## src/rtl/user_obi_addr_demux.sv

```systemverilog
// OBI address decoder / demultiplexer: routes one manager port to NumRules subordinates
// by address rule, answers unmapped accesses internally and keeps responses in order.
module user_obi_addr_demux #(
  parameter int unsigned NumRules       = 1,
  parameter int unsigned AddrWidth      = 32,
  parameter int unsigned DataWidth      = 32,
  parameter int unsigned IdWidth        = 1,
  parameter int unsigned MaxOutstanding = 4,
  parameter logic [NumRules-1:0][AddrWidth-1:0] RuleStart = {32'h2000_0000},
  parameter logic [NumRules-1:0][AddrWidth-1:0] RuleEnd   = {32'h2000_1000},
  parameter logic [DataWidth-1:0] ErrRdata = 32'hBADC_AB1E
) (
  input  logic                          clk_i,
  input  logic                          rst_ni,
  // manager side
  input  logic                          mgr_req_i,
  output logic                          mgr_gnt_o,
  input  logic [AddrWidth-1:0]          mgr_addr_i,
  input  logic                          mgr_we_i,
  input  logic [DataWidth/8-1:0]        mgr_be_i,
  input  logic [DataWidth-1:0]          mgr_wdata_i,
  input  logic [IdWidth-1:0]            mgr_aid_i,
  output logic                          mgr_rvalid_o,
  output logic [DataWidth-1:0]          mgr_rdata_o,
  output logic                          mgr_err_o,
  output logic [IdWidth-1:0]            mgr_rid_o,
  // subordinate side
  output logic [NumRules-1:0]           sbr_req_o,
  input  logic [NumRules-1:0]           sbr_gnt_i,
  output logic [AddrWidth-1:0]          sbr_addr_o,
  output logic                          sbr_we_o,
  output logic [DataWidth/8-1:0]        sbr_be_o,
  output logic [DataWidth-1:0]          sbr_wdata_o,
  output logic [IdWidth-1:0]            sbr_aid_o,
  input  logic [NumRules-1:0]           sbr_rvalid_i,
  input  logic [NumRules*DataWidth-1:0] sbr_rdata_i,
  input  logic [NumRules-1:0]           sbr_err_i,
  input  logic [NumRules*IdWidth-1:0]   sbr_rid_i,
  // status
  output logic                          busy_o,
  output logic                          unmapped_o
);

  localparam int unsigned SelWidth = $clog2(NumRules + 1);
  localparam int unsigned CntWidth = $clog2(MaxOutstanding + 1);
  localparam logic [SelWidth-1:0] ErrSel = SelWidth'(NumRules);
  localparam logic [CntWidth-1:0] CntMax = CntWidth'(MaxOutstanding);

  logic [CntWidth-1:0] r_cnt;
  logic [SelWidth-1:0] r_last_sel;
  logic                r_err_valid;
  logic [IdWidth-1:0]  r_err_rid;

  logic [SelWidth-1:0] w_target;
  logic                w_hit;
  logic                w_is_err;
  logic                w_allow;
  logic                w_tgt_gnt;
  logic                w_hs;
  logic                w_sel_rvalid;
  logic                w_resp;

  // Address decode: lowest-index matching rule wins, otherwise the error subordinate.
  always_comb begin
    w_target = ErrSel;
    w_hit    = 1'b0;
    for (int unsigned i = 0; i < NumRules; i++) begin
      if (!w_hit && (mgr_addr_i >= RuleStart[i]) && (mgr_addr_i < RuleEnd[i])) begin
        w_hit    = 1'b1;
        w_target = SelWidth'(i);
      end
    end
  end

  assign w_is_err = (w_target == ErrSel);

  // A new request may only go to the subordinate that already owns the outstanding ones.
  assign w_allow = rst_ni && (r_cnt < CntMax) &&
                   ((r_cnt == '0) || (w_target == r_last_sel));

  always_comb begin
    sbr_req_o = '0;
    w_tgt_gnt = w_is_err;
    for (int unsigned i = 0; i < NumRules; i++) begin
      if (w_target == SelWidth'(i)) begin
        sbr_req_o[i] = w_allow & mgr_req_i;
        w_tgt_gnt    = sbr_gnt_i[i];
      end
    end
  end

  assign mgr_gnt_o = w_allow & w_tgt_gnt;
  assign w_hs      = mgr_req_i & mgr_gnt_o;

  // Response mux follows the subordinate of the outstanding transactions.
  always_comb begin
    w_sel_rvalid = 1'b0;
    mgr_rdata_o  = '0;
    mgr_err_o    = 1'b0;
    mgr_rid_o    = '0;
    if (r_last_sel == ErrSel) begin
      w_sel_rvalid = r_err_valid;
      mgr_rdata_o  = ErrRdata;
      mgr_err_o    = 1'b1;
      mgr_rid_o    = r_err_rid;
    end else begin
      for (int unsigned i = 0; i < NumRules; i++) begin
        if (r_last_sel == SelWidth'(i)) begin
          w_sel_rvalid = sbr_rvalid_i[i];
          mgr_rdata_o  = sbr_rdata_i[i*DataWidth +: DataWidth];
          mgr_err_o    = sbr_err_i[i];
          mgr_rid_o    = sbr_rid_i[i*IdWidth +: IdWidth];
        end
      end
    end
  end

  // A response with nothing outstanding is dropped so the counter cannot underflow.
  assign w_resp       = w_sel_rvalid && (r_cnt != '0);
  assign mgr_rvalid_o = w_resp;

  always_ff @(posedge clk_i or negedge rst_ni) begin
    if (!rst_ni) begin
      r_cnt       <= '0;
      r_last_sel  <= ErrSel;
      r_err_valid <= 1'b0;
      r_err_rid   <= '0;
    end else begin
      if (w_hs && !w_resp) begin
        r_cnt <= r_cnt + CntWidth'(1);
      end else if (!w_hs && w_resp) begin
        r_cnt <= r_cnt - CntWidth'(1);
      end
      if (w_hs) begin
        r_last_sel <= w_target;
      end
      r_err_valid <= w_hs & w_is_err;
      if (w_hs && w_is_err) begin
        r_err_rid <= mgr_aid_i;
      end
    end
  end

  assign busy_o     = (r_cnt != '0);
  // Pulses in the cycle the error subordinate returns its response.
  assign unmapped_o = r_err_valid;

  assign sbr_addr_o  = mgr_addr_i;
  assign sbr_we_o    = mgr_we_i;
  assign sbr_be_o    = mgr_be_i;
  assign sbr_wdata_o = mgr_wdata_i;
  assign sbr_aid_o   = mgr_aid_i;

  a_no_stray_rvalid: assert property (@(posedge clk_i) disable iff (!rst_ni)
    !(w_sel_rvalid && (r_cnt == '0)));

endmodule
```

## config.mk

```make
export PLATFORM = sky130hd
export DESIGN_NAME = user_obi_addr_demux
export DESIGN_NICKNAME = d
export VERILOG_FILES = /design/src/rtl/user_obi_addr_demux.sv
export SDC_FILE = /design/constraint.sdc
export NUM_CORES = 1
export LEC_CHECK = 0
export ABC_AREA = 1
export BUFFER_PORTS_ARGS = -buffer_cell sky130_fd_sc_hd__buf_2
export CAP_MARGIN = 20
export CORE_AREA = 2 2 84 86
export DETAILED_ROUTE_END_ITERATION = 10
export DIE_AREA = 0 0 86 88
export PLACE_DENSITY = 0.66
export SETUP_SLACK_MARGIN = 0.3
export SYNTH_ARGS = -nofsm -noshare
export SYNTH_HDL_FRONTEND = slang
export SYNTH_SLANG_ARGS = --single-unit
```

## constraint.sdc

```tcl
create_clock -name clk_i -period 2.8 [get_ports clk_i]
set_input_delay 0.56 -clock clk_i [delete_from_list [all_inputs] [get_ports clk_i]]
set_output_delay 0.56 -clock clk_i [all_outputs]
set_load 0.005 [all_outputs]
```

==> results of run 1 <==
==> per-stage QoR <==
| stage | power (mW) | worst slack, ns | hold slack [ns] | cells |
|---|---|---|---|---|
| final | 0.903 | 0.545 | 0.159 | 315 |
| after global routing | 0.992 | 0.354 | 0.162 | 315 |
| after CTS | 0.921 | 0.537 | 0.158 | 315 |
| after detailed placement | 0.778 | 0.301 | 0.397 | 311 |
| after global placement | 0.765 | 0.358 | 0.395 | 311 |
| after floorplan | 0.609 | 0.594 | 0.264 | 185 |
==> worst max path at each step <==
stage	cells after the start	slack, ns	from	to
final	13	0.54	mgr_addr_i[20]	r_cnt[1]$_DFFE_PN0P_
after global placement	14	0.36	mgr_addr_i[22]	r_cnt[2]$_DFFE_PN0P_
after CTS	13	0.54	mgr_addr_i[20]	r_cnt[1]$_DFFE_PN0P_
after floorplan	12	0.59	mgr_addr_i[25]	r_cnt[1]$_DFFE_PN0P_
after detailed placement	13	0.30	mgr_addr_i[22]	r_cnt[1]$_DFFE_PN0P_
after global routing	14	0.35	mgr_addr_i[20]	r_cnt[2]$_DFFE_PN0P_
==> per-layer routing <==
metal / vias to the layer above / part of all wire / global-route usage
met5: - / 0 / 0
li1: 577 / - / -
met3: 14 / 0.13 / 0.0245
met1: 476 / 0.37 / 0.0692
met4: 0 / 0.020 / 0.0303
met2: 65 / 0.49 / 0.119
==> cells in the mapped netlist (all sizes together) <==
master	count	area share
buf	72	0.43
nor2	26	0.091
inv	25	0.074
or2	20	0.099
nand2	18	0.057
dfrtp	5	0.099
nand3	3	0.024
nand4	3	0.020
clkbuf	2	0.014
xnor2	2	0.014
a21oi	1	0.0040
and2	1	0.0050
dfstp	1	0.021
fa	1	0.016
ha	1	0.0099
mux2	1	0.0089
nor3	1	0.0040
o2111ai	1	0.0069
o21ai	1	0.0040
==> registers in the layout, summed over array words and instances (netlist names) <==
signal and count:
r_cnt 3, r_err_rid 1, r_last_sel 1, unmapped_o 1
==> power groups by stage <==
stage	logic, mW	clock network [mW]	registers (mW)
after detailed placement	0.588	0	0.189
after global routing	0.650	0.146	0.197
final	0.580	0.137	0.186
after global placement	0.577	0	0.188
after CTS	0.591	0.141	0.188
after floorplan	0.442	0	0.167
==> cell families after synthesis <==
family	after synthesis
flip-flops	6
XOR/XNOR	2
adder cells (fa/ha/maj)	2
AND/OR/NAND/NOR	72
multiplexers	1
AO/OA/AOI/OAI	3
buffers and inverters	99
==> placed cells by master (no fill, tap or decap) <==
cell                        instances
sky130_fd_sc_hd__nor2_1            21
sky130_fd_sc_hd__and2_1             1
sky130_fd_sc_hd__nand2_1           16
sky130_fd_sc_hd__nand3_2            3
sky130_fd_sc_hd__dfrtp_1            5
sky130_fd_sc_hd__o2111ai_1          1
sky130_fd_sc_hd__clkbuf_8           3
sky130_fd_sc_hd__nand4_2            1
sky130_fd_sc_hd__xnor2_1            2
sky130_fd_sc_hd__buf_2            119
sky130_fd_sc_hd__fa_1               1
sky130_fd_sc_hd__nand4_1            2
sky130_fd_sc_hd__nor2_2             4
sky130_fd_sc_hd__mux2_2             1
sky130_fd_sc_hd__ha_1               1
sky130_fd_sc_hd__nor2_4             1
sky130_fd_sc_hd__clkbuf_1           1
sky130_fd_sc_hd__a21oi_1            1
sky130_fd_sc_hd__inv_1             25
sky130_fd_sc_hd__dfstp_2            1
sky130_fd_sc_hd__nor3_1             1
sky130_fd_sc_hd__nand2_2            2
sky130_fd_sc_hd__or2_2             20
sky130_fd_sc_hd__buf_4              1
sky130_fd_sc_hd__o21ai_0            1
==> final cells by class <==
| cell class | instances | share of cell area |
|---|---|---|
| sequential | 6 | 0.104 |
| timing repair buffer | 120 | 0.415 |
| multi-input combinational | 80 | 0.316 |
| inverter | 25 | 0.0646 |
| clock buffer | 4 | 0.0310 |
| tap | 80 | 0.0689 |
==> critical path: stages <==
cell and delay [ns]:
sky130_fd_sc_hd__buf_2 0.10, sky130_fd_sc_hd__nor2_1 0.09, sky130_fd_sc_hd__nand2_1 0.07, sky130_fd_sc_hd__nor2_2 0.17, sky130_fd_sc_hd__nand3_2 0.11, sky130_fd_sc_hd__nand2_1 0.08, sky130_fd_sc_hd__nand3_2 0.09, sky130_fd_sc_hd__nand4_2 0.08
sky130_fd_sc_hd__inv_1 0.05, sky130_fd_sc_hd__ha_1 0.16, sky130_fd_sc_hd__inv_1 0.10, sky130_fd_sc_hd__fa_1 0.42, sky130_fd_sc_hd__mux2_2 0.27
==> impl_metrics.prom, run 1 <==
# TYPE chip_impl_metric gauge
chip_impl_metric{name="syn-mean-instance-area",unit="sq um"} 6.83
chip_impl_metric{name="period_needed",unit="ns"} 2.26
chip_impl_metric{name="sequential_power_share",unit=""} 0.206
chip_impl_metric{name="synth.net_count",unit=""} 296
chip_impl_metric{name="first_pass_iters",unit=""} 4
chip_impl_metric{name="max-vdd-ir-drop",unit="V"} 0.000343
chip_impl_metric{name="synth.lib_cells_used.distinct",unit=""} 26
chip_impl_metric{name="yosys.area_share.simple",unit=""} 0.300
chip_impl_metric{name="cts_buffers",unit=""} 3
chip_impl_metric{name="ys.warnings.count",unit=""} 0
chip_impl_metric{name="num_antenna_cells",unit=""} 0
chip_impl_metric{name="clkLatencyLatePin",unit="ns"} 0.22
chip_impl_metric{name="grt_max_degree",unit=""} 30
chip_impl_metric{name="post_synth_mux_area_share",unit=""} 0.00891
chip_impl_metric{name="p_switching",unit="mW"} 0.372
chip_impl_metric{name="clock_tree.htree_level_count",unit=""} 1
chip_impl_info{name="crit_type",value="in2reg"} 1
chip_impl_metric{name="crit_required",unit="ns"} 2.90
chip_impl_metric{name="detailroute.via_count",unit=""} 1132
chip_impl_metric{name="power_report.internal_total",unit="mW"} 0.531
chip_impl_metric{name="worst-path-max-fanout",unit=""} 3
chip_impl_metric{name="antenna_left",unit=""} 0
chip_impl_metric{name="compound_cell_area_share_of_the_yosys_netlist",unit=""} 0.0149
chip_impl_metric{name="worst_ep_arrival_time",unit="ns"} 2.36
chip_impl_metric{name="static_leakage",unit="nW"} 0.901
chip_impl_metric{name="slew-limit-headroom",unit=""} 0.788
chip_impl_metric{name="global_route.overflow_total",unit=""} 0
chip_impl_metric{name="viasPerCell",unit=""} 3.59
chip_impl_info{name="regToRegStartpoint",value="r_last_sel$_DFFE_PN1P_"} 1
chip_impl_metric{name="maxSlewViolCount",unit=""} 0
chip_impl_metric{name="hpwl",unit="um"} 2690
chip_impl_info{name="hp-class",value="in2async"} 1
chip_impl_info{name="cts_root_buf",value="sky130_fd_sc_hd__clkbuf_8"} 1
chip_impl_metric{name="final_cell_area",unit="sq um"} 1450
chip_impl_metric{name="synth_adder_area_share",unit=""} 0.0257
chip_impl_metric{name="final-setup-viol-count",unit=""} 0
chip_impl_info{name="critical_path.reg2reg.endpoint",value="r_cnt[1]$_DFFE_PN0P_"} 1
chip_impl_info{name="critical_path.endpoint_type",value="register"} 1
chip_impl_metric{name="cts.reportedPaths.clkPinSlew",unit="ns"} 0.04
chip_impl_metric{name="post_drt_wl_per_cell",unit="um"} 9.73
chip_impl_metric{name="drc_errors",unit=""} 0
chip_impl_metric{name="power.combinational.fraction",unit=""} 0.642
chip_impl_metric{name="sw_frac_of_total",unit=""} 0.412
chip_impl_metric{name="buffer_ports.inserted",unit=""} 119
chip_impl_metric{name="core_area",unit="sq um"} 6640
chip_impl_metric{name="first_global_vias",unit=""} 941
chip_impl_info{name="tritoncts",value="built"} 1
chip_impl_metric{name="place_congestion",unit=""} 0.745
chip_impl_metric{name="post-cts-setup-buffer-count",unit=""} 0
chip_impl_metric{name="track_usage",unit=""} 0.0664
chip_impl_metric{name="finalHoldViolations",unit=""} 0
chip_impl_metric{name="finalCritPeriodShare",unit=""} 0.805
chip_impl_metric{name="wl",unit="um"} 3060
chip_impl_metric{name="die_y",unit="um"} 88
chip_impl_metric{name="power.share.clock",unit=""} 0.152
chip_impl_metric{name="fillers",unit=""} 739
chip_impl_metric{name="initial_core_util",unit=""} 0.190
chip_impl_metric{name="number_of_antenna_violations_at_the_first_check_in_global_routing",unit=""} 0
chip_impl_metric{name="finish.utilization",unit=""} 0.219
chip_impl_metric{name="post_dp_cell_area",unit="sq um"} 1410
chip_impl_metric{name="r2r_cells",unit=""} 9
chip_impl_metric{name="detailed_route_iter0_violations",unit=""} 17
chip_impl_info{name="outcome",value="finished clean"} 1
chip_impl_metric{name="wire_length_of_the_first_global_routing_pass",unit="um"} 4070
chip_impl_metric{name="area_delta_synth_final",unit="%"} 15.0
chip_impl_metric{name="netlist_instances",unit=""} 185
chip_impl_metric{name="max-clock-path-buffers",unit=""} 2
chip_impl_metric{name="synthXorXnorAreaFrac",unit=""} 0.0139
chip_impl_metric{name="yosys_register_bits",unit=""} 6
chip_impl_info{name="setup_repair_after_global_routing_missed_its_margin",value="no"} 1
chip_impl_metric{name="cts.sinks",unit=""} 6
chip_impl_metric{name="max_freq",unit="MHz"} 443
chip_impl_metric{name="p_per_area",unit="nW/um^2"} 621
chip_impl_metric{name="max_cap_viols",unit=""} 0
chip_impl_metric{name="die-area",unit="sq um"} 7570
chip_impl_metric{name="cts_repair_resize_count",unit=""} 0
chip_impl_metric{name="boundaryPins",unit=""} 218
chip_impl_metric{name="skew",unit="ns"} 0.00210
chip_impl_info{name="startpoint_type",value="input pin"} 1
chip_impl_metric{name="floorplan.die.width",unit="um"} 86
chip_impl_metric{name="drive_above_1_share",unit=""} 0.664
chip_impl_metric{name="floorplan.rows",unit=""} 30
chip_impl_metric{name="yosysSeqAreaShare",unit=""} 0.120
chip_impl_metric{name="tightestPinTransition",unit="ns"} 0.318
chip_impl_info{name="largest_family_of_logic_cells_by_synthesized_area",value="buffers and inverters"} 1
chip_impl_metric{name="layout.area.seq",unit="sq um"} 151
chip_impl_metric{name="setup_total_negative_slack",unit="ns"} 0
chip_impl_metric{name="total_standard_cell_area_after_synthesis",unit="sq um"} 1260
chip_impl_metric{name="timing.reg2reg.setup_slack",unit="ns"} 0.64
chip_impl_metric{name="final_nets",unit=""} 347
chip_impl_metric{name="cts-hold-fix-buffers",unit=""} 0
chip_impl_metric{name="area_used_by_multi_input_combinational_logic",unit="sq um"} 459
Power figures use the tool's default switching activity.
==> run 2: changes to the inputs <==
--- a/config.mk
+++ b/config.mk
@@ -11,7 +11,7 @@
 export CORE_AREA = 2 2 84 86
 export DETAILED_ROUTE_END_ITERATION = 10
 export DIE_AREA = 0 0 86 88
-export PLACE_DENSITY = 0.66
+export PLACE_DENSITY = 0.68
 export SETUP_SLACK_MARGIN = 0.3
 export SYNTH_ARGS = -nofsm -noshare
 export SYNTH_HDL_FRONTEND = slang
==> constraint.sdc (replaced) <==
create_clock -name clk_i -period 1.9 [get_ports clk_i]
set_input_delay 0.38 -clock clk_i [delete_from_list [all_inputs] [get_ports clk_i]]
set_output_delay 0.38 -clock clk_i [all_outputs]
set_load 0.005 [all_outputs]
==> impl_metrics.prom, run 2 (synthesis gave the netlist of run 1 again) <==
# TYPE chip_impl_metric gauge
chip_impl_info{name="outcome",value="complete, but fails checks"} 1
chip_impl_info{name="violated_checks",value="negative setup slack"} 1
chip_impl_info{name="critical_path.endpoint_type",value="register"} 1
chip_impl_metric{name="area_delta_synth_final",unit="%"} 43.6
chip_impl_metric{name="p_per_area",unit="nW/um^2"} 988
chip_impl_metric{name="buffer_ports.inserted",unit=""} 119
chip_impl_metric{name="clkLatencyLatePin",unit="ns"} 0.23
chip_impl_metric{name="wl",unit="um"} 3840
chip_impl_info{name="grt_busiest_layer",value="met2"} 1
chip_impl_metric{name="final_nets",unit=""} 367
chip_impl_metric{name="first_pass_iters",unit=""} 2
chip_impl_metric{name="boundaryPins",unit=""} 218
chip_impl_metric{name="cts.sinks",unit=""} 6
chip_impl_metric{name="use_met2",unit=""} 0.149
chip_impl_metric{name="floorplan.die.width",unit="um"} 86
chip_impl_metric{name="viasPerCell",unit=""} 3.70
chip_impl_metric{name="die-area",unit="sq um"} 7570
chip_impl_metric{name="cts.reportedPaths.clkPinSlew",unit="ns"} 0.04
chip_impl_metric{name="max-clock-path-buffers",unit=""} 2
chip_impl_metric{name="place.detailed.instances",unit=""} 325
chip_impl_info{name="regMostFlops",value="r_cnt"} 1
chip_impl_metric{name="timing.final.ws_setup",unit="ns"} -0.0875
chip_impl_metric{name="max-vdd-ir-drop",unit="V"} 0.000685
chip_impl_info{name="hp-class",value="in2async"} 1
chip_impl_metric{name="final-setup-viol-count",unit=""} 2
chip_impl_metric{name="number_of_antenna_violations_at_the_first_check_in_global_routing",unit=""} 0
chip_impl_metric{name="global_route.overflow_total",unit=""} 0
chip_impl_metric{name="wire_length_of_the_first_global_routing_pass",unit="um"} 5210
chip_impl_metric{name="flip_flop_count_of_the_largest_register_all_copies_and_words_added",unit=""} 3
chip_impl_info{name="cts_root_buf",value="sky130_fd_sc_hd__clkbuf_8"} 1
chip_impl_metric{name="hpwl",unit="um"} 3220
chip_impl_metric{name="static_leakage",unit="nW"} 1.04
chip_impl_metric{name="clock_tree.htree_level_count",unit=""} 1
chip_impl_metric{name="drive_above_1_share",unit=""} 0.773
chip_impl_metric{name="post_drt_wl_per_cell",unit="um"} 11.5
chip_impl_metric{name="num_antenna_cells",unit=""} 0
chip_impl_info{name="crit_type",value="in2reg"} 1
chip_impl_metric{name="finalCritPeriodShare",unit=""} 1.05
chip_impl_metric{name="skew",unit="ns"} 0.00680
chip_impl_metric{name="detailroute.via_count",unit=""} 1241
chip_impl_metric{name="maxSlewViolCount",unit=""} 0
chip_impl_metric{name="max_cap_viols",unit=""} 0
chip_impl_info{name="mostFrequentLayoutCells",value="108 x sky130_fd_sc_hd__buf_2, 20 x sky130_fd_sc_hd__inv_1, 20 x sky130_fd_sc_hd__or2_2, 16 x sky130_fd_sc_hd__nor2_1, 16 x sky130_fd_sc_hd__buf_4"} 1
chip_impl_metric{name="finalPower",unit="mW"} 1.79
chip_impl_info{name="startpoint_type",value="input pin"} 1
chip_impl_metric{name="antenna_left",unit=""} 0
chip_impl_metric{name="tightestPinTransition",unit="ns"} 0.343
chip_impl_metric{name="setup_total_negative_slack",unit="ns"} -0.139
chip_impl_metric{name="met1_usage",unit=""} 0.0973
chip_impl_metric{name="worst-path-max-fanout",unit=""} 3
chip_impl_metric{name="place_congestion",unit=""} 0.746
chip_impl_metric{name="initial_core_util",unit=""} 0.190
chip_impl_metric{name="core_area",unit="sq um"} 6640
chip_impl_metric{name="slew-limit-headroom",unit=""} 0.771
chip_impl_metric{name="layout.cells.non_filler",unit=""} 335
chip_impl_metric{name="grt_max_degree",unit=""} 31
chip_impl_metric{name="die_y",unit="um"} 88
chip_impl_metric{name="worst_ep_arrival_time",unit="ns"} 2.10
chip_impl_metric{name="period_needed",unit="ns"} 1.99
chip_impl_metric{name="cts_buffers",unit=""} 3
chip_impl_metric{name="finalHoldViolations",unit=""} 0
chip_impl_metric{name="fin_hold_ws",unit="ns"} 0.0512
chip_impl_metric{name="drc_errors",unit=""} 0
chip_impl_info{name="most_common_cell_after_layout_fill_and_taps_aside",value="sky130_fd_sc_hd__buf_2"} 1
chip_impl_info{name="setup_repair_after_global_routing_missed_its_margin",value="yes"} 1
chip_impl_metric{name="groute.layer.met3.usage",unit=""} 0.0330
chip_impl_metric{name="first_global_vias",unit=""} 1104
chip_impl_info{name="tritoncts",value="built"} 1
chip_impl_metric{name="crit_required",unit="ns"} 2.01
chip_impl_metric{name="floorplan.rows",unit=""} 30
chip_impl_metric{name="detailed_route_iter0_violations",unit=""} 5
chip_impl_metric{name="track_usage",unit=""} 0.0881
chip_impl_metric{name="max_freq",unit="MHz"} 503
[run 2: final timing paths]
kind	startpoint	to	slack (ns)	cells past startpoint
min	rst_ni	r_cnt[2]$_DFFE_PN0P_	0.05	2
max reg2reg	r_last_sel$_DFFE_PN1P_	r_cnt[1]$_DFFE_PN0P_	-0.07	9
max in group asynchronous	rst_ni	r_last_sel$_DFFE_PN1P_	1.64	2
min reg2reg	r_err_rid$_DFFE_PN0P_	r_err_rid$_DFFE_PN0P_	0.48	2
min in group clk_i	mgr_aid_i	r_err_rid$_DFFE_PN0P_	0.37	3
max	mgr_addr_i[30]	r_cnt[1]$_DFFE_PN0P_	-0.09	13
[run 2: worst max-delay path, cell delays in order]
cell	delay, ns
sky130_fd_sc_hd__buf_8	0.10
sky130_fd_sc_hd__nor2_4	0.09
sky130_fd_sc_hd__nand3_2	0.08
sky130_fd_sc_hd__nor2_4	0.15
sky130_fd_sc_hd__nand3_4	0.10
sky130_fd_sc_hd__nand2_2	0.08
sky130_fd_sc_hd__nand3_2	0.08
sky130_fd_sc_hd__nand4_2	0.09
sky130_fd_sc_hd__inv_2	0.05
sky130_fd_sc_hd__ha_4	0.15
sky130_fd_sc_hd__inv_2	0.05
sky130_fd_sc_hd__fa_2	0.42
sky130_fd_sc_hd__mux2_4	0.27
[run 2: cell type report]
cell class              count  area, sq um
clock buffers               4         45.0
fillers                   728         4830
inverters                  25         93.8
multi-input cells          80          576
flip-flops and latches      6          151
well taps                  80          100
repair buffers            140          848
[run 2: power by group]
group / leakage [nW] / internal, mW / switching, mW
Sequential: 0.0719 / 0.198 / 0.0570
Clock: 0.0228 / 0.145 / 0.0615
Combinational: 0.950 / 0.766 / 0.566
Total: 1.04 / 1.11 / 0.684
[run 2: stage by stage]
step	utilization	area (sq um)	setup WS [ns]
after floorplan	-	1310	-0.102
after global placement	0.235	1560	-0.321
after detailed placement	0.235	1560	-0.365
after CTS	0.255	1700	-0.0537
after global routing	0.273	1810	-0.164
final	0.273	1810	-0.0875
[run 2: layer usage]
layer  share of wire  vias to the layer above  routed length, um
met3            0.11                       18                414
met5               0                        -                  0
met1            0.37                      522               1410
li1                -                      616                  -
met4           0.029                        0                113
met2            0.49                       85               1900
[run 2: timing repair]
item                       CTS  global route
hold buffers                 0             0
setup endpoints to repair   37            37
pin swaps                    7            11
buffers inserted             3             3
resized for setup           17            24
==> run 3: changes to the inputs <==
--- a/config.mk
+++ b/config.mk
@@ -11,7 +11,7 @@
 export CORE_AREA = 2 2 84 86
 export DETAILED_ROUTE_END_ITERATION = 10
 export DIE_AREA = 0 0 86 88
-export PLACE_DENSITY = 0.68
+export GPL_TIMING_DRIVEN = 0
 export SETUP_SLACK_MARGIN = 0.3
 export SYNTH_ARGS = -nofsm -noshare
 export SYNTH_HDL_FRONTEND = slang
==> constraint.sdc (replaced) <==
create_clock -name clk_i -period 1.9 [get_ports clk_i]
set_input_delay 0.38 -clock clk_i [delete_from_list [all_inputs] [get_ports clk_i]]
set_output_delay 0.38 -clock clk_i [all_outputs]
set_load 0.1 [all_outputs]
==> impl_metrics.prom, run 3 (synthesis gave the netlist of run 1 again) <==
# TYPE chip_impl_metric gauge
chip_impl_info{name="outcome",value="complete, but fails checks"} 1
chip_impl_info{name="violated_checks",value="negative setup slack"} 1
chip_impl_metric{name="die_y",unit="um"} 88
chip_impl_metric{name="groute.layer.met3.usage",unit=""} 0.0104
chip_impl_metric{name="initial_core_util",unit=""} 0.190
chip_impl_metric{name="floorplan.rows",unit=""} 30
chip_impl_metric{name="static_leakage",unit="nW"} 1.87
chip_impl_metric{name="use_met2",unit=""} 0.281
chip_impl_metric{name="detailroute.via_count",unit=""} 1757
chip_impl_metric{name="place.detailed.instances",unit=""} 433
chip_impl_metric{name="crit_required",unit="ns"} 2.02
chip_impl_metric{name="fillers",unit=""} 579
chip_impl_metric{name="core_area",unit="sq um"} 6640
chip_impl_metric{name="post_dp_cell_area",unit="sq um"} 2380
chip_impl_metric{name="post_drt_wl_per_cell",unit="um"} 12.6
chip_impl_metric{name="finish.utilization",unit=""} 0.521
chip_impl_metric{name="timing.final.ws_setup",unit="ns"} -0.146
chip_impl_info{name="regMostFlops",value="r_cnt"} 1
chip_impl_info{name="grt_busiest_layer",value="met2"} 1
chip_impl_metric{name="timing.reg2reg.setup_slack",unit="ns"} -0.15
chip_impl_metric{name="max-clock-path-buffers",unit=""} 2
chip_impl_metric{name="max_cap_viols",unit=""} 0
chip_impl_metric{name="worst-path-max-fanout",unit=""} 3
chip_impl_metric{name="first_global_vias",unit=""} 1696
chip_impl_metric{name="cts.sinks",unit=""} 6
chip_impl_metric{name="hpwl",unit="um"} 4260
chip_impl_metric{name="first_pass_iters",unit=""} 4
chip_impl_metric{name="drc_errors",unit=""} 0
chip_impl_metric{name="track_usage",unit=""} 0.137
chip_impl_metric{name="viasPerCell",unit=""} 3.79
chip_impl_metric{name="skew",unit="ns"} 0.00640
chip_impl_metric{name="grt_max_degree",unit=""} 7
chip_impl_metric{name="boundaryPins",unit=""} 218
chip_impl_info{name="crit_type",value="reg2reg"} 1
chip_impl_metric{name="clkLatencyLatePin",unit="ns"} 0.23
chip_impl_metric{name="finalCritPeriodShare",unit=""} 1.08
chip_impl_info{name="setup_repair_after_global_routing_missed_its_margin",value="yes"} 1
chip_impl_metric{name="antenna_left",unit=""} 0
chip_impl_metric{name="buffer_ports.inserted",unit=""} 168
chip_impl_metric{name="clock_tree.htree_level_count",unit=""} 1
chip_impl_metric{name="drive_above_1_share",unit=""} 0.883
chip_impl_metric{name="cts_buffers",unit=""} 3
chip_impl_info{name="hp-class",value="in2async"} 1
chip_impl_info{name="most_common_cell_after_layout_fill_and_taps_aside",value="sky130_fd_sc_hd__buf_2"} 1
chip_impl_metric{name="num_antenna_cells",unit=""} 0
chip_impl_metric{name="final-setup-viol-count",unit=""} 17
chip_impl_metric{name="wire_length_of_the_first_global_routing_pass",unit="um"} 8180
chip_impl_metric{name="die-area",unit="sq um"} 7570
chip_impl_metric{name="finalHoldViolations",unit=""} 0
chip_impl_metric{name="maxSlewViolCount",unit=""} 0
chip_impl_info{name="tritoncts",value="built"} 1
chip_impl_info{name="cts_root_buf",value="sky130_fd_sc_hd__clkbuf_8"} 1
chip_impl_metric{name="layout.area.seq",unit="sq um"} 155
chip_impl_info{name="critical_path.endpoint_type",value="register"} 1
chip_impl_metric{name="flip_flop_count_of_the_largest_register_all_copies_and_words_added",unit=""} 3
chip_impl_metric{name="slew-limit-headroom",unit=""} 0.665
chip_impl_metric{name="worst_ep_arrival_time",unit="ns"} 2.16
chip_impl_metric{name="area_delta_synth_final",unit="%"} 174
chip_impl_metric{name="number_of_antenna_violations_at_the_first_check_in_global_routing",unit=""} 0
chip_impl_metric{name="place_congestion",unit=""} 0.723
chip_impl_metric{name="finalPower",unit="mW"} 5.97
chip_impl_metric{name="final_cell_area",unit="sq um"} 3460
chip_impl_metric{name="p_per_area",unit="nW/um^2"} 1720
chip_impl_metric{name="area_used_by_multi_input_combinational_logic",unit="sq um"} 718
chip_impl_metric{name="layout.cells.non_filler",unit=""} 464
chip_impl_metric{name="final_nets",unit=""} 496
chip_impl_info{name="mostFrequentLayoutCells",value="130 x sky130_fd_sc_hd__buf_2, 80 x sky130_fd_sc_hd__buf_4, 41 x sky130_fd_sc_hd__buf_12, 20 x sky130_fd_sc_hd__or2_4, 19 x sky130_fd_sc_hd__inv_1"} 1
chip_impl_metric{name="wl",unit="um"} 5860
chip_impl_metric{name="max_freq",unit="MHz"} 489
chip_impl_metric{name="tightestPinTransition",unit="ns"} 0.506
chip_impl_metric{name="period_needed",unit="ns"} 2.05
chip_impl_metric{name="cts.reportedPaths.clkPinSlew",unit="ns"} 0.04
chip_impl_metric{name="floorplan.die.width",unit="um"} 86
chip_impl_metric{name="global_route.overflow_total",unit=""} 0
chip_impl_metric{name="met1_usage",unit=""} 0.146
chip_impl_metric{name="detailed_route_iter0_violations",unit=""} 17
chip_impl_info{name="startpoint_type",value="register"} 1
chip_impl_metric{name="max-vdd-ir-drop",unit="V"} 0.000775
-- run 3: cell count changes in the layout (fill, tap and decap cells not counted), sizes merged --
cell         previous run  this run
buf                   140       266
clkbuf                  4         6
clkinvlp                0         2
inv                    25        23
dlygate4sd3             0         1
-- run 3: per-stage QoR --
stage               setup WS (ns)  setup TNS [ns]  hold WS (ns)
finish                     -0.146          -0.762         0.112
global route               -0.245           -2.17         0.117
CTS                        -0.122          -0.337         0.109
detailed placement         -0.420           -1.13         0.216
global placement           -0.393           -1.06         0.214
floorplan                  -0.557           -2.22        0.0844
-- run 3: cell type report --
class	count	share of cell area
Timing Repair Buffer	195	0.498
Multi-Input combinational cell	80	0.208
Buffer	74	0.179
Sequential cell	6	0.0448
Inverter	25	0.0293
Tap cell	80	0.0289
Clock buffer	4	0.0130
-- run 3: critical path, cell delays in order, from the launching register on --
cell and delay [ns]:
sky130_fd_sc_hd__dfrtp_2 0.43, sky130_fd_sc_hd__nor3_4 0.25, sky130_fd_sc_hd__clkinvlp_4 0.15, sky130_fd_sc_hd__nand3_4 0.09, sky130_fd_sc_hd__nand4_4 0.08, sky130_fd_sc_hd__inv_2 0.08, sky130_fd_sc_hd__ha_4 0.12, sky130_fd_sc_hd__inv_2 0.05
sky130_fd_sc_hd__fa_2 0.35, sky130_fd_sc_hd__a21oi_2 0.12, sky130_fd_sc_hd__o21ai_1 0.09, sky130_fd_sc_hd__xnor2_1 0.12
-- run 3: layer usage --
layer  routed length [um]  part of all wire
met5                    0                 0
met4                   79             0.013
met3                  375             0.064
met2                 3430              0.59
met1                 1970              0.34
-- run 3: final timing paths --
path / endpoint / start / depth (start not counted)
hold / removal: r_last_sel$_DFFE_PN1P_ / rst_ni / 1
setup reg to reg: r_cnt[2]$_DFFE_PN0P_ / r_cnt[2]$_DFFE_PN0P_ / 11
max in group asynchronous: unmapped_o$_DFF_PN0_ / rst_ni / 2
min in group clk_i: r_err_rid$_DFFE_PN0P_ / mgr_aid_i / 3
hold reg to reg: r_err_rid$_DFFE_PN0P_ / r_err_rid$_DFFE_PN0P_ / 2
setup / recovery: r_cnt[2]$_DFFE_PN0P_ / r_cnt[2]$_DFFE_PN0P_ / 11
-- run 3: where the power goes --
group          internal [mW]  switching [mW]  leakage [nW]
registers              0.203          0.0766        0.0683
logic                   2.16            3.32          1.78
clock network          0.145          0.0636        0.0228
-- run 3: what timing repair did --
| action | in CTS | in global routing |
|---|---|---|
| gates resized for setup | 188 | 17 |
| endpoints found under the setup margin | 40 | 40 |
| gates cloned | 2 | 0 |
| hold buffers | 1 | 0 |
| endpoints found under the hold margin | 5 | 0 |
| buffers inserted | 17 | 7 |
| pin swaps | 12 | 27 |
